File: config.mk
export PLATFORM = sky130hd
export DESIGN_NAME = mem_arbiter
export DESIGN_NICKNAME = d
export VERILOG_FILES = /design/src/rtl/mem_arbiter.sv
export SDC_FILE = /design/constraint.sdc
export NUM_CORES = 1
export LEC_CHECK = 0
export BUFFER_PORTS_ARGS = -buffer_cell sky130_fd_sc_hd__buf_4
export CAP_MARGIN = 5
export CORE_MARGIN = 4
export CORE_UTILIZATION = 30
export DETAILED_ROUTE_END_ITERATION = 6
export HOLD_SLACK_MARGIN = 0.1
export PLACE_DENSITY_LB_ADDON = 0.15
export REMOVE_ABC_BUFFERS = 1
export SLEW_MARGIN = 15
export SYNTH_ARGS = -nofsm -noshare
export SYNTH_HDL_FRONTEND = slang
export SYNTH_SLANG_ARGS = --single-unit
File: constraint.sdc
create_clock -name clk_in -period 4.6 [get_ports clk_in]
set_clock_uncertainty 0.1 [all_clocks]
set_input_delay 0.46 -clock clk_in [delete_from_list [all_inputs] [get_ports clk_in]]
set_output_delay 0.46 -clock clk_in [all_outputs]
set_load 0.1 [all_outputs]
File: src/rtl/mem_arbiter.sv
// Byte-serial memory port arbiter: round-robin between instruction-fetch line
// fills and load/store accesses, with IO back-pressure and flush handling.
module mem_arbiter #(
  parameter int LINE_BYTES = 16,
  parameter int CNT_W      = 7
) (
  input  logic                    clk_in,
  input  logic                    rst_in,
  input  logic                    rdy_in,
  input  logic                    clear,
  input  logic                    if_req,
  input  logic [31:0]             if_addr,
  output logic                    if_done,
  output logic [8*LINE_BYTES-1:0] if_data,
  input  logic                    lsb_req,
  input  logic                    lsb_wr,
  input  logic [2:0]              lsb_len,
  input  logic [31:0]             lsb_addr,
  input  logic [31:0]             lsb_wdata,
  output logic                    lsb_done,
  output logic [31:0]             lsb_rdata,
  input  logic [7:0]              mem_din,
  input  logic                    io_buffer_full,
  output logic [7:0]              mem_dout,
  output logic [31:0]             mem_a,
  output logic                    mem_wr,
  output logic                    busy
);

  localparam logic OWN_IF  = 1'b0;
  localparam logic OWN_LSB = 1'b1;

  typedef enum logic [1:0] {IDLE, READ, WRITE} state_t;

  state_t                  state, state_n;
  logic                    owner, last_grant;
  logic [CNT_W-1:0]        cnt, acnt, len;
  logic [1:0]              vld_pipe;
  logic [31:0]             wdata;
  logic [8*LINE_BYTES-1:0] rbuf, rbuf_n;
  logic                    lsb_elig, if_elig, grant_lsb, grant_if;
  logic                    issue, cap, last_b;
  logic [1:0]              widx;
  logic [7:0]              wnext;

  assign busy = (state != IDLE);

  always_comb begin
    lsb_elig  = lsb_req && !lsb_done && !(io_buffer_full && lsb_addr == 32'h0003_0000)
                && (lsb_wr || !clear);
    if_elig   = if_req && !if_done && !clear;
    grant_lsb = lsb_elig && (!if_elig || last_grant == OWN_IF);
    grant_if  = if_elig && !grant_lsb;
    issue     = (acnt < len);
    cap       = vld_pipe[1];
    last_b    = (cnt == len - CNT_W'(1));
    widx      = cnt[1:0] + 2'd1;
    wnext     = wdata[{widx, 3'b000} +: 8];
    // byte cnt of the line replaced by the byte arriving this cycle
    rbuf_n = rbuf;
    for (int k = 0; k < LINE_BYTES; k++)
      if (cnt == CNT_W'(k)) rbuf_n[8*k +: 8] = mem_din;
    state_n = state;
    case (state)
      IDLE:    if (grant_lsb) state_n = lsb_wr ? WRITE : READ;
               else if (grant_if) state_n = READ;
      READ:    if (clear || (cap && last_b)) state_n = IDLE;
      WRITE:   if (last_b) state_n = IDLE;
      default: state_n = IDLE;
    endcase
  end

  always_ff @(posedge clk_in) begin
    if (rst_in)      state <= IDLE;
    else if (rdy_in) state <= state_n;
  end

  always_ff @(posedge clk_in) begin
    if (rst_in) begin
      owner      <= OWN_IF;
      last_grant <= OWN_IF;
      cnt        <= '0;
      acnt       <= '0;
      len        <= '0;
      vld_pipe   <= '0;
      wdata      <= '0;
      rbuf       <= '0;
      mem_a      <= '0;
      mem_dout   <= '0;
      mem_wr     <= 1'b0;
      if_done    <= 1'b0;
      lsb_done   <= 1'b0;
      if_data    <= '0;
      lsb_rdata  <= '0;
    end else if (rdy_in) begin
      if_done  <= 1'b0;
      lsb_done <= 1'b0;
      case (state)
        IDLE: begin
          if (grant_lsb) begin
            owner      <= OWN_LSB;
            last_grant <= OWN_LSB;
            mem_a      <= lsb_addr;
            len        <= CNT_W'(lsb_len);
            cnt        <= '0;
            acnt       <= CNT_W'(1);
            vld_pipe   <= 2'b01;
            rbuf       <= '0;
            wdata      <= lsb_wdata;
            mem_wr     <= lsb_wr;
            if (lsb_wr) mem_dout <= lsb_wdata[7:0];
          end else if (grant_if) begin
            owner      <= OWN_IF;
            last_grant <= OWN_IF;
            mem_a      <= if_addr;
            len        <= CNT_W'(LINE_BYTES);
            cnt        <= '0;
            acnt       <= CNT_W'(1);
            vld_pipe   <= 2'b01;
            rbuf       <= '0;
            mem_wr     <= 1'b0;
          end
        end
        READ: begin
          // a flush drops the burst; nothing already captured is published
          if (!clear) begin
            if (issue) begin
              mem_a <= mem_a + 32'd1;
              acnt  <= acnt + CNT_W'(1);
            end
            vld_pipe <= {vld_pipe[0], issue};
            if (cap) begin
              rbuf <= rbuf_n;
              cnt  <= cnt + CNT_W'(1);
              if (last_b) begin
                if (owner == OWN_IF) begin
                  if_data <= rbuf_n;
                  if_done <= 1'b1;
                end else begin
                  lsb_rdata <= rbuf_n[31:0];
                  lsb_done  <= 1'b1;
                end
              end
            end
          end
        end
        WRITE: begin
          if (last_b) begin
            mem_wr   <= 1'b0;
            lsb_done <= 1'b1;
          end else begin
            mem_a    <= mem_a + 32'd1;
            mem_dout <= wnext;
            cnt      <= cnt + CNT_W'(1);
          end
        end
        default: ;
      endcase
    end
  end

endmodule

==> impl_metrics.env, run 1 <==
export IMPL_place_inst=2873
export IMPL_start_util_pct=30.4
export IMPL_final_layout_size_suffix_gt1_share_pct=20.2
export IMPL_crit_type="register to register"
export IMPL_synth_seq_area_share_pct=46.2
export IMPL_final_util_pct=39.3
export IMPL_first_pass_iters=5
export IMPL_clock_latency_ps=580
export IMPL_setup_tns_final_ps=0
export IMPL_cpMostUsedCell="ha_1"
export IMPL_regToRegStartpoint="len[0]$_SDFFE_PP0P_"
export IMPL_path_buf_inv=3
export IMPL_outcome="finished clean"
export IMPL_wl_per_cell_um=19.5
export IMPL_synthMuxAreaShare_pct=9.76
export IMPL_place_congestion=0.847
export IMPL_grt_pass1_wl_um=88300
export IMPL_p_leak_nw=7.77
export IMPL_crit_path_max_fanout=120
export IMPL_antenna_diode_count=0
export IMPL_max_freq_mhz=282
export IMPL_ys_types=66
export IMPL_p_clk_share_pct=45.2
export IMPL_cts_resized=0
export IMPL_die_area_um2=59600
export IMPL_rsz0062_at_grt="false"
export IMPL_fin_crit_sh_pct=77.1
export IMPL_ir_worst_vdd_v=0.000272
export IMPL_synth_xor_area_share_pct=0.262
export IMPL_reg2reg_depth=12
export IMPL_cts_max_level=2
export IMPL_numPortBuffers=318
export IMPL_min_path_type="input port to register"
export IMPL_drv_slew=0
export IMPL_yosys_area_share_simple_pct=17.1
export IMPL_ys_flop_type="dfxtp_1"
export IMPL_cts_tree="built"
export IMPL_synth_top_area_share_pct=46.2
export IMPL_grt_pass1_vias=14700
export IMPL_area_growth_pct=29.3
export IMPL_maxCapViolations=0
export IMPL_drtIter0Drc=1243
export IMPL_stdcell_area_um2=21600
export IMPL_ant_nets=0
export IMPL_via_per_inst=5.11
export IMPL_instances_no_fill=2989
export IMPL_synth_area_leader_cell="dfxtp_1"
export IMPL_synth_compound_area_share_pct=20.7
export IMPL_routed_wirelength_um=58100
export IMPL_crit_chain="inv_1 > ha_1 > ha_1 > xnor2_1 > or4b_1 > o311ai_1 > and2_1 > nor4b_4 > buf_4 > buf_12 > nor2_1 > a211oi_1"
export IMPL_setup_violations_final=0
export IMPL_remaining_drc_errors=0
export IMPL_die_w_um=244
export IMPL_grt_total_usage_pct=18.7
export IMPL_numCtsBuffers=45
export IMPL_synth_area_top_cells="dfxtp_1 46%, mux2i_1 8.7%, nor2_1 8.6%"
export IMPL_gr_total_overflow=0
export IMPL_cp_required_ps=4990
export IMPL_ff2ff_setup_slack_ps=1050
export IMPL_grt_max_degree=139
export IMPL_synth_area_um2=16700
export IMPL_power_density_nw_per_um2=384
export IMPL_place_area_um2=19700
export IMPL_antenna_found_initial=1
export IMPL_start_kind="register"
export IMPL_ctsRootBufferMaster="clkbuf_16"
export IMPL_cp_depth=12
export IMPL_finalHoldViolations=0
export IMPL_avgSynthCellArea_um2=8.64
export IMPL_crit_slowest_cell="or4b_1"
export IMPL_vias=15300
export IMPL_power_frac_seq_pct=41.7
export IMPL_cp_arrival_ps=3930
export IMPL_synth_ff_latch_count=386
export IMPL_power_internal_w=0.00600
export IMPL_combPwrFrac_pct=13.0
export IMPL_clk_path_buf_depth=3
export IMPL_synth_warnings=0
export IMPL_synthAdderAreaFrac_pct=1.05
export IMPL_switching_share_pct=27.8
export IMPL_worstSetupStartpoint="len[0]$_SDFFE_PP0P_"
export IMPL_cts_sinks=386
export IMPL_max_slew_margin_rel_pct=22.4
export IMPL_cp_end_kind="register"
export IMPL_async_flop_share_pct=0
export IMPL_tightestPinTransition_ps=1160
export IMPL_worstReg2RegEnd="if_data[28]$_SDFFE_PP0P_"
export IMPL_die_h_um=244
export IMPL_rows=86
export IMPL_pin_count=319
export IMPL_layout_nets=2338
export IMPL_nFillCells=5620
export IMPL_cts_clk_slew_worst_paths_ps=60
export IMPL_dp_hpwl_um=38000
export IMPL_critPathMaxStageDelay_ps=460
export IMPL_synth_edf_count=0
export IMPL_cpLargestDelayFamily="simple AND/OR/NAND/NOR gates"
export IMPL_synth_top_family_by_area="compound AO/OA/AOI/OAI gates"
export IMPL_period_minus_slack_ps=3550
export IMPL_p_sw_w=0.00231
export IMPL_core_um2=55100
export IMPL_worstSetupEndpoint="if_data[28]$_SDFFE_PP0P_"
export IMPL_synthCells=1935
[layout by cell type, fill, tap and decap left out, types with 3 or more instances in the layout]
| master | n |
|---|---|
| a211oi_1 | 146 |
| a21oi_1 | 135 |
| a22oi_1 | 133 |
| a31oi_1 | 7 |
| and2_1 | 5 |
| and3_1 | 12 |
| buf_12 | 5 |
| buf_4 | 354 |
| bufinv_16 | 6 |
| clkbuf_1 | 13 |
| clkbuf_16 | 45 |
| clkbuf_8 | 9 |
| clkinv_2 | 3 |
| dfxtp_1 | 386 |
| dlygate4sd3_1 | 37 |
| ha_1 | 13 |
| inv_1 | 23 |
| mux2i_1 | 145 |
| mux4_2 | 8 |
| nand2_1 | 147 |
| nand2b_1 | 7 |
| nand3_1 | 31 |
| nand4_1 | 13 |
| nor2_1 | 381 |
| nor2b_1 | 3 |
| nor3_1 | 20 |
| nor3_2 | 4 |
| nor4_1 | 10 |
| o21ai_0 | 38 |
| o21ai_1 | 16 |
| o22ai_1 | 5 |
| o31ai_1 | 3 |
| o32ai_1 | 8 |
| or2_2 | 4 |
| or3_1 | 6 |
| or4_1 | 4 |
| xor2_1 | 4 |
[power groups by stage]
stage / Combinational [W] / Clock, W / Sequential [W]
6_report: 0.00108 / 0.00376 / 0.00347
5_1_grt: 0.00116 / 0.00400 / 0.00347
4_1_cts: 0.00109 / 0.00387 / 0.00347
3_5_place_dp: 0.00106 / 0 / 0.00354
3_3_place_gp: 0.00105 / 0 / 0.00354
2_1_floorplan: 0.000356 / 0 / 0.00381
[per-layer routing]
layer,vias up,share of wire [%],GRT usage [%]
met5,-,0.022,0
met3,94,4.5,2.70
li1,7474,-,-
met2,366,46,30.3
met1,7325,46,25.8
met4,2,2.7,5.94
[synth_stat cells, types with 6 or more instances]
master	count
nand2_1	147
buf_2	29
nand2b_1	7
o21ai_1	16
and3_1	12
or3_1	6
o21ai_0	38
a22oi_1	133
a31oi_1	7
o32ai_1	8
dfxtp_1	386
a21oi_1	135
nand3_1	31
nor3_1	20
inv_1	23
clkbuf_1	115
nand4_1	13
nor4_1	10
nor2_1	382
a211oi_1	146
mux2i_1	145
buf_1	12
mux4_2	8
ha_1	14
buf_4	14
[final cells by class]
| cell class | instances | area, um2 | area share, % |
|---|---|---|---|
| Timing Repair Buffer | 397 | 3140 | 14.5 |
| Clock buffer | 67 | 1300 | 6.00 |
| Tap cell | 748 | 936 | 4.33 |
| Multi-Input combinational cell | 1355 | 8190 | 37.9 |
| Sequential cell | 386 | 7730 | 35.7 |
| Inverter | 24 | 90.1 | 0.416 |
| Clock inverter | 12 | 244 | 1.13 |
[flip-flops by register name, summed over array words and instances, names as in the netlist]
name        flops
lsb_rdata      32
if_data       128
wdata          32
mem_dout        8
mem_a          32
if_done         1
rbuf          128
acnt            7
len             4
cnt             7
state           2
last_grant      1
vld_pipe        2
mem_wr          1
lsb_done        1
[worst reg2reg max path: stages (launching register included)]
cell,delay (ps)
dfxtp_1,440
inv_1,70
ha_1,210
ha_1,190
xnor2_1,210
or4b_1,460
o311ai_1,140
and2_1,280
nor4b_4,250
buf_4,270
buf_12,410
nor2_1,190
a211oi_1,240
[stage by stage]
step	power, W	setup WS, ps	hold slack [ps]
finish	0.00831	1050	179
global route	0.00863	767	207
CTS	0.00842	1060	132
detailed placement	0.00460	1080	347
global placement	0.00459	1100	339
floorplan	0.00417	-3830	327
[worst min-delay path by stage]
stage | start | to | slack (ps) | cells after the start
after floorplan | wdata[0]$_SDFFE_PP0P_ | wdata[0]$_SDFFE_PP0P_ | 330 | 2
after global placement | wdata[7]$_SDFFE_PP0P_ | wdata[7]$_SDFFE_PP0P_ | 340 | 2
after detailed placement | wdata[17]$_SDFFE_PP0P_ | wdata[17]$_SDFFE_PP0P_ | 350 | 2
after CTS | clear | last_grant$_SDFFE_PP0P_ | 130 | 3
after global routing | clear | last_grant$_SDFFE_PP0P_ | 210 | 3
final | clear | last_grant$_SDFFE_PP0P_ | 180 | 3
[timing repair]
item / CTS / global route
endpoints found under the hold margin: 37 / 0
hold buffers: 37 / 0
setup buffers: 0 / 0
endpoints found under the setup margin: 0 / 0
[cells by family (layout without fill, tap and decap cells)]
kind of cell	after synthesis	count (layout)
fa+ha+maj	14	14
buf+inv	194	500
flops	386	386
mux	153	153
simple gates	665	665
compound gates	518	518
xor+xnor	5	5
Note: power is estimated with default switching activity, not from simulation.
==> run 2, diff against run 1 <==
Clock period 4.6 ns to 3 ns, I/O delays scaled along.
==> run 2 against run 1 <==
Net effect: register-to-register slack worse by 960 ps; global-route usage is 0.33 points higher; worst setup slack worse by 960 ps; via count is 4.2% higher; sequential power is 53% higher.
==> impl_metrics.env, run 2 (synthesized netlist as in run 1, its figures left out) <==
export IMPL_cts_clk_slew_worst_paths_ps=60
export IMPL_vias=15900
export IMPL_ctsRootBufferMaster="clkbuf_16"
export IMPL_regToRegStartpoint="len[0]$_SDFFE_PP0P_"
export IMPL_ff2ff_setup_slack_ps=90
export IMPL_worstSetupStartpoint="len[0]$_SDFFE_PP0P_"
export IMPL_tightestPinTransition_ps=702
export IMPL_final_setup_worst_slack_ps=94.8
export IMPL_cp_arrival_ps=3240
export IMPL_die_w_um=244
export IMPL_setup_violations_final=0
export IMPL_cpLargestDelayFamily="simple AND/OR/NAND/NOR gates"
export IMPL_fin_crit_sh_pct=96.8
export IMPL_worstSetupEndpoint="if_data[116]$_SDFFE_PP0P_"
export IMPL_cts_tree="built"
export IMPL_place_congestion=0.832
export IMPL_layout_common_cells="386 x buf_4, 384 x dfxtp_1, 381 x nor2_1, 147 x nand2_1, 145 x mux2i_1"
export IMPL_wl_met1_um=28300
export IMPL_max_slew_margin_rel_pct=52.8
export IMPL_ir_worst_vdd_v=0.000361
export IMPL_wl_per_cell_um=20.0
export IMPL_start_util_pct=30.4
export IMPL_drtIter0Drc=1210
export IMPL_critPathMaxStageDelay_ps=500
export IMPL_maxCapViolations=0
export IMPL_antenna_found_initial=0
export IMPL_crit_chain="inv_1 > ha_4 > ha_4 > xnor2_2 > or4b_4 > o311ai_4 > and2_4 > nor4b_4 > buf_6 > buf_12 > buf_12 > buf_6 > clkbuf_16 > a211oi_1"
export IMPL_place_inst=2912
export IMPL_pin_count=319
export IMPL_setup_tns_final_ps=0
export IMPL_dp_hpwl_um=39500
export IMPL_period_minus_slack_ps=2910
export IMPL_place_area_um2=20200
export IMPL_grt_pass1_vias=14800
export IMPL_cp_required_ps=3340
export IMPL_min_path_type="input port to register"
export IMPL_layout_commonest_cell="buf_4"
export IMPL_die_h_um=244
export IMPL_via_per_inst=5.14
export IMPL_drv_slew=0
export IMPL_power_internal_w=0.00966
export IMPL_cp_end_kind="register"
export IMPL_p_sw_w=0.00366
export IMPL_numPortBuffers=318
export IMPL_cts_sinks=386
export IMPL_crit_path_max_fanout=8
export IMPL_routed_wirelength_um=61800
export IMPL_clock_latency_ps=580
export IMPL_highest_layer="met4"
export IMPL_finalHoldViolations=0
export IMPL_max_freq_mhz=344
export IMPL_clk_path_buf_depth=3
export IMPL_stdcell_area_um2=23200
export IMPL_cts_max_level=2
export IMPL_core_um2=55100
export IMPL_instances_no_fill=3093
export IMPL_worstReg2RegEnd="if_data[116]$_SDFFE_PP0P_"
export IMPL_wl_met3_um=2660
export IMPL_path_buf_inv=6
export IMPL_power_density_nw_per_um2=573
export IMPL_final_util_pct=42.1
export IMPL_layout_nets=2437
export IMPL_reg2reg_depth=14
export IMPL_outcome="finished clean"
export IMPL_die_area_um2=59600
export IMPL_combPwrFrac_pct=13.4
export IMPL_grt_pass1_wl_um=89900
export IMPL_grt_total_usage_pct=19.0
export IMPL_remaining_drc_errors=0
export IMPL_area_growth_pct=38.8
export IMPL_grt_max_degree=126
export IMPL_crit_slowest_cell="or4b_4"
export IMPL_rows=86
export IMPL_power_frac_seq_pct=39.9
export IMPL_wl_met2_um=29300
export IMPL_crit_type="register to register"
export IMPL_gr_total_overflow=0
export IMPL_reg_largest_list="if_data x128, rbuf x128"
export IMPL_first_pass_iters=5
export IMPL_cp_depth=14
export IMPL_dp_slack_ps=-139
export IMPL_final_layout_size_suffix_gt1_share_pct=23.9
export IMPL_start_kind="register"
export IMPL_antenna_diode_count=0
export IMPL_p_leak_nw=8.54
export IMPL_p_clk_share_pct=46.7
export IMPL_switching_share_pct=27.5
export IMPL_numCtsBuffers=46
export IMPL_ant_nets=0
## run 2: how the worst min path moves through the flow
stage | from | endpoint | slack, ps | cells after the start
floorplan | rst_in | acnt[1]$_SDFFE_PP0P_ | 270 | 1
detailed placement | wdata[2]$_SDFFE_PP0P_ | wdata[2]$_SDFFE_PP0P_ | 340 | 2
global placement | wdata[2]$_SDFFE_PP0P_ | wdata[2]$_SDFFE_PP0P_ | 340 | 2
global route | mem_din[7] | if_data[119]$_SDFFE_PP0P_ | 130 | 3
finish | lsb_addr[29] | mem_a[29]$_SDFFE_PP0P_ | 130 | 5
CTS | lsb_addr[29] | mem_a[29]$_SDFFE_PP0P_ | 100 | 5
## run 2: per-stage QoR
| stage | hold WS, ps | power [W] |
|---|---|---|
| after floorplan | 269 | 0.00639 |
| after global placement | 340 | 0.00708 |
| after detailed placement | 344 | 0.00710 |
| after CTS | 100 | 0.0135 |
| after global routing | 133 | 0.0138 |
| final | 130 | 0.0133 |
## run 2: power by group through the flow
stage	Combinational (W)	Clock, W	Sequential [W]
after floorplan	0.000545	0	0.00585
after global placement	0.00167	0	0.00542
after detailed placement	0.00168	0	0.00542
after CTS	0.00177	0.00640	0.00531
after global routing	0.00190	0.00659	0.00532
final	0.00178	0.00622	0.00531
## run 2: area by class of cell
| cell class | count | area (um2) |
|---|---|---|
| flip-flops and latches | 386 | 7730 |
| well taps | 748 | 936 |
| multi-input cells | 1355 | 8340 |
| fillers | 5488 | 31900 |
| repair buffers | 495 | 4440 |
| clock buffers | 55 | 1220 |
| clock inverters | 30 | 465 |
| inverters | 24 | 90.1 |
## run 2: routing by layer
layer	track usage [%]	vias up
met4	5.86	0
li1	-	7682
met3	2.52	90
met1	26.3	7722
met5	0	-
met2	31.0	415
## run 2: repair_timing
action | in CTS | in global routing
endpoints found under the setup margin | 114 | 140
buffers inserted | 4 | 13
hold endpoints to repair | 90 | 0
gates resized for setup | 3 | 46
gates cloned | 2 | 10
hold buffers | 67 | 0
pin swaps | 2 | 10
## run 2: worst register-to-register path, cell delays in order (launching register included)
cell and delay [ps]:
dfxtp_2 320, inv_1 60, ha_4 160, ha_4 150, xnor2_2 180, or4b_4 500, o311ai_4 80, and2_4 190
nor4b_4 190, buf_6 180, buf_12 170, buf_12 150, buf_6 120, clkbuf_16 160, a211oi_1 70
==> run 3, diff against run 2 <==
Settings changed: ABC_AREA set to 1, SETUP_SLACK_MARGIN set to 0.05.
==> run 3 against run 2 <==
Net effect: worst setup slack improved by 140 ps; critical path depth increased by 3; core utilization decreased by 3.5 points; highest routed layer unchanged; clock power decreased by 6.6%; sequential cell count unchanged; largest cell class unchanged; critical path type is now input port to register; largest power group is now sequential cells; sequential power increased by 11%; global-route usage decreased by 1.9 points; power increased by 21%; area after synthesis increased by 18%; die area increased by 17%.
==> impl_metrics.env, run 3 <==
export IMPL_outcome="finished clean"
export IMPL_drv_slew=0
export IMPL_timing_hold_ws_ps=127
export IMPL_layout_nets=3562
export IMPL_yosys_area_share_simple_pct=28.5
export IMPL_max_slew_margin_rel_pct=40.9
export IMPL_drtIter0Drc=1105
export IMPL_dp_hpwl_um=42300
export IMPL_min_path_type="input port to register"
export IMPL_start_util_pct=30.4
export IMPL_antenna_diode_count=0
export IMPL_die_w_um=264
export IMPL_ir_worst_vdd_v=0.000375
export IMPL_synth_seq_area_share_pct=39.2
export IMPL_place_area_um2=22700
export IMPL_remaining_drc_errors=0
export IMPL_start_kind="input port"
export IMPL_cp_end_kind="register"
export IMPL_place_congestion=0.847
export IMPL_synth_area_top_cells="dfxtp_1 39%, nand2_1 13%, nor2_1 11%"
export IMPL_synth_top_area_share_pct=39.2
export IMPL_synth_warnings=0
export IMPL_synth_xor_area_share_pct=1.24
export IMPL_numPortBuffers=318
export IMPL_crit_chain="dlygate4sd3_1 > buf_4 > nor2_1 > nand3_1 > nor2_1 > nand3_1 > nand2_1 > buf_12 > clkinvlp_4 > buf_4 > nand2_1 > nand2_1 > dlygate4sd3_1 > nand2_1 > nand2_1 > nor2_1 > nor2_1"
export IMPL_busiest_layer="met2"
export IMPL_synth_area_leader_cell="dfxtp_1"
export IMPL_maxCapViolations=0
export IMPL_layout_common_cells="693 x nand2_1, 581 x nor2_1, 489 x inv_1, 386 x dfxtp_1, 341 x buf_4"
export IMPL_cts_sinks=386
export IMPL_cts_clk_slew_worst_paths_ps=50
export IMPL_nFillCells=7036
export IMPL_critPathMaxStageDelay_ps=550
export IMPL_cp_arrival_ps=3130
export IMPL_crit_type="input port to register"
export IMPL_power_density_nw_per_um2=642
export IMPL_switching_share_pct=35.3
export IMPL_synth_compound_area_share_pct=15.7
export IMPL_ant_nets=0
export IMPL_synthMuxAreaShare_pct=0
export IMPL_rows=93
export IMPL_combPwrFrac_pct=27.3
export IMPL_p_clk_share_pct=36.1
export IMPL_grtUsageMet3_pct=3.15
export IMPL_clk_path_buf_depth=3
export IMPL_p_sw_w=0.00567
export IMPL_reg_largest_list="if_data x128, rbuf x128"
export IMPL_grt_max_degree=145
export IMPL_wl_per_cell_um=14.4
export IMPL_fin_crit_sh_pct=92.3
export IMPL_rsz0062_at_grt="false"
export IMPL_cpMostUsedCell="nand2_1"
export IMPL_synthCells=3126
export IMPL_power_internal_w=0.0104
export IMPL_max_freq_mhz=361
export IMPL_cts_tree="built"
export IMPL_die_area_um2=69900
export IMPL_synth_ff_latch_count=386
export IMPL_grt_total_usage_pct=17.1
export IMPL_antenna_found_initial=0
export IMPL_crit_slowest_cell="dlygate4sd3_1"
export IMPL_cp_required_ps=3360
export IMPL_grt_use_met1_pct=24.0
export IMPL_ctsRootBufferMaster="clkbuf_16"
export IMPL_grt_pass1_wl_um=98600
export IMPL_synthAdderAreaFrac_pct=0.888
export IMPL_numCtsBuffers=48
export IMPL_netlist_top_cells_count="693 x nand2_1, 582 x nor2_1, 491 x inv_1"
export IMPL_setup_violations_final=0
export IMPL_core_um2=64800
export IMPL_avgSynthCellArea_um2=6.31
export IMPL_routed_wirelength_um=62400
export IMPL_stdcell_area_um2=25100
export IMPL_power_frac_seq_pct=36.6
export IMPL_tightestPinTransition_ps=886
export IMPL_period_minus_slack_ps=2770
export IMPL_final_layout_size_suffix_gt1_share_pct=13.8
export IMPL_synth_area_um2=19700
export IMPL_yosysMostFrequentCell="nand2_1"
export IMPL_first_pass_iters=7
export IMPL_grt_pass1_vias=17600
export IMPL_async_flop_share_pct=0
export IMPL_ys_types=37
export IMPL_grt_util_met2_pct=27.6
export IMPL_layout_commonest_cell="nand2_1"
export IMPL_gr_total_overflow=0
export IMPL_die_h_um=264
export IMPL_p_leak_nw=12.3
export IMPL_crit_path_max_fanout=32
export IMPL_via_per_inst=4.40
export IMPL_clock_latency_ps=580
export IMPL_vias=19000
export IMPL_area_growth_pct=27.1
export IMPL_ys_flop_type="dfxtp_1"
export IMPL_synth_top_family_by_area="simple AND/OR/NAND/NOR gates"
export IMPL_pin_count=319
export IMPL_cts_max_level=2
export IMPL_finalHoldViolations=0
export IMPL_final_util_pct=38.7
export IMPL_synth_edf_count=0
==> run 3: kinds of logic (layout without fill, tap and decap cells) <==
logic type                 count (synthesis)  count (layout)
and+or+nand+nor                         1401            1401
DFF                                      386             386
adders and majority gates                 14              14
AOI/OAI and AO/OA                        616             616
buffers and inverters                    681            1022
xor gates and xnor gates                  28              28
==> run 3: power groups by stage <==
stage | clock [W] | combinational, W | sequential (W)
global placement | 0 | 0.00431 | 0.00599
detailed placement | 0 | 0.00430 | 0.00599
CTS | 0.00603 | 0.00443 | 0.00588
floorplan | 0 | 0.00277 | 0.00666
global route | 0.00625 | 0.00497 | 0.00594
finish | 0.00581 | 0.00439 | 0.00588
==> run 3: layout make-up <==
cell class / count / area [um2] / share of cell area, %
multi-input cells: 2059 / 9130 / 36.4
repair buffers: 434 / 3640 / 14.5
inverters: 504 / 1910 / 7.61
flip-flops and latches: 386 / 7730 / 30.8
clock buffers: 72 / 1480 / 5.91
clock inverters: 12 / 106 / 0.424
well taps: 855 / 1070 / 4.27
==> run 3: final timing paths <==
path / end / slack (ps) / cells after the start / start
worst max-delay path: mem_a[3]$_SDFFE_PP0P_ / 230 / 17 / lsb_addr[31]
worst min-delay path: mem_a[6]$_SDFFE_PP0P_ / 130 / 7 / if_addr[6]
worst max register to register: if_data[120]$_SDFFE_PP0P_ / 240 / 12 / len[0]$_SDFFE_PP0P_
worst min register to register: acnt[6]$_SDFFE_PP0P_ / 340 / 2 / acnt[6]$_SDFFE_PP0P_
==> run 3: per-layer routing <==
metal | share of wire (%) | vias to the layer above
li1 | - | 10200
met1 | 49 | 8397
met2 | 44 | 349
met3 | 4.5 | 77
met4 | 2.1 | 0
met5 | 0 | -
==> run 3: metrics by stage <==
| step | worst slack (ps) | cells | TNS [ps] | total power, W |
|---|---|---|---|---|
| 2_1_floorplan | -6780 | 2949 | -1471440 | 0.00943 |
| 3_3_place_gp | 357 | 4158 | 0 | 0.0103 |
| 3_5_place_dp | 376 | 4158 | 0 | 0.0103 |
| 4_1_cts | 82.9 | 4320 | 0 | 0.0163 |
| 5_1_grt | 54.2 | 4322 | 0 | 0.0172 |
| 6_report | 230 | 4322 | 0 | 0.0161 |
==> run 3: repair_timing <==
action,4_1_cts,5_1_grt
endpoints found under the setup margin,0,9
endpoints found under the hold margin,92,0
buffers inserted,0,2
hold buffers,78,0
gates resized for setup,0,6
==> run 3: worst max-delay path, delay by kind of cell <==
kind	cells	cell delay [ps]
and+or+nand+nor	11	1100
buffers and inverters	6	1710
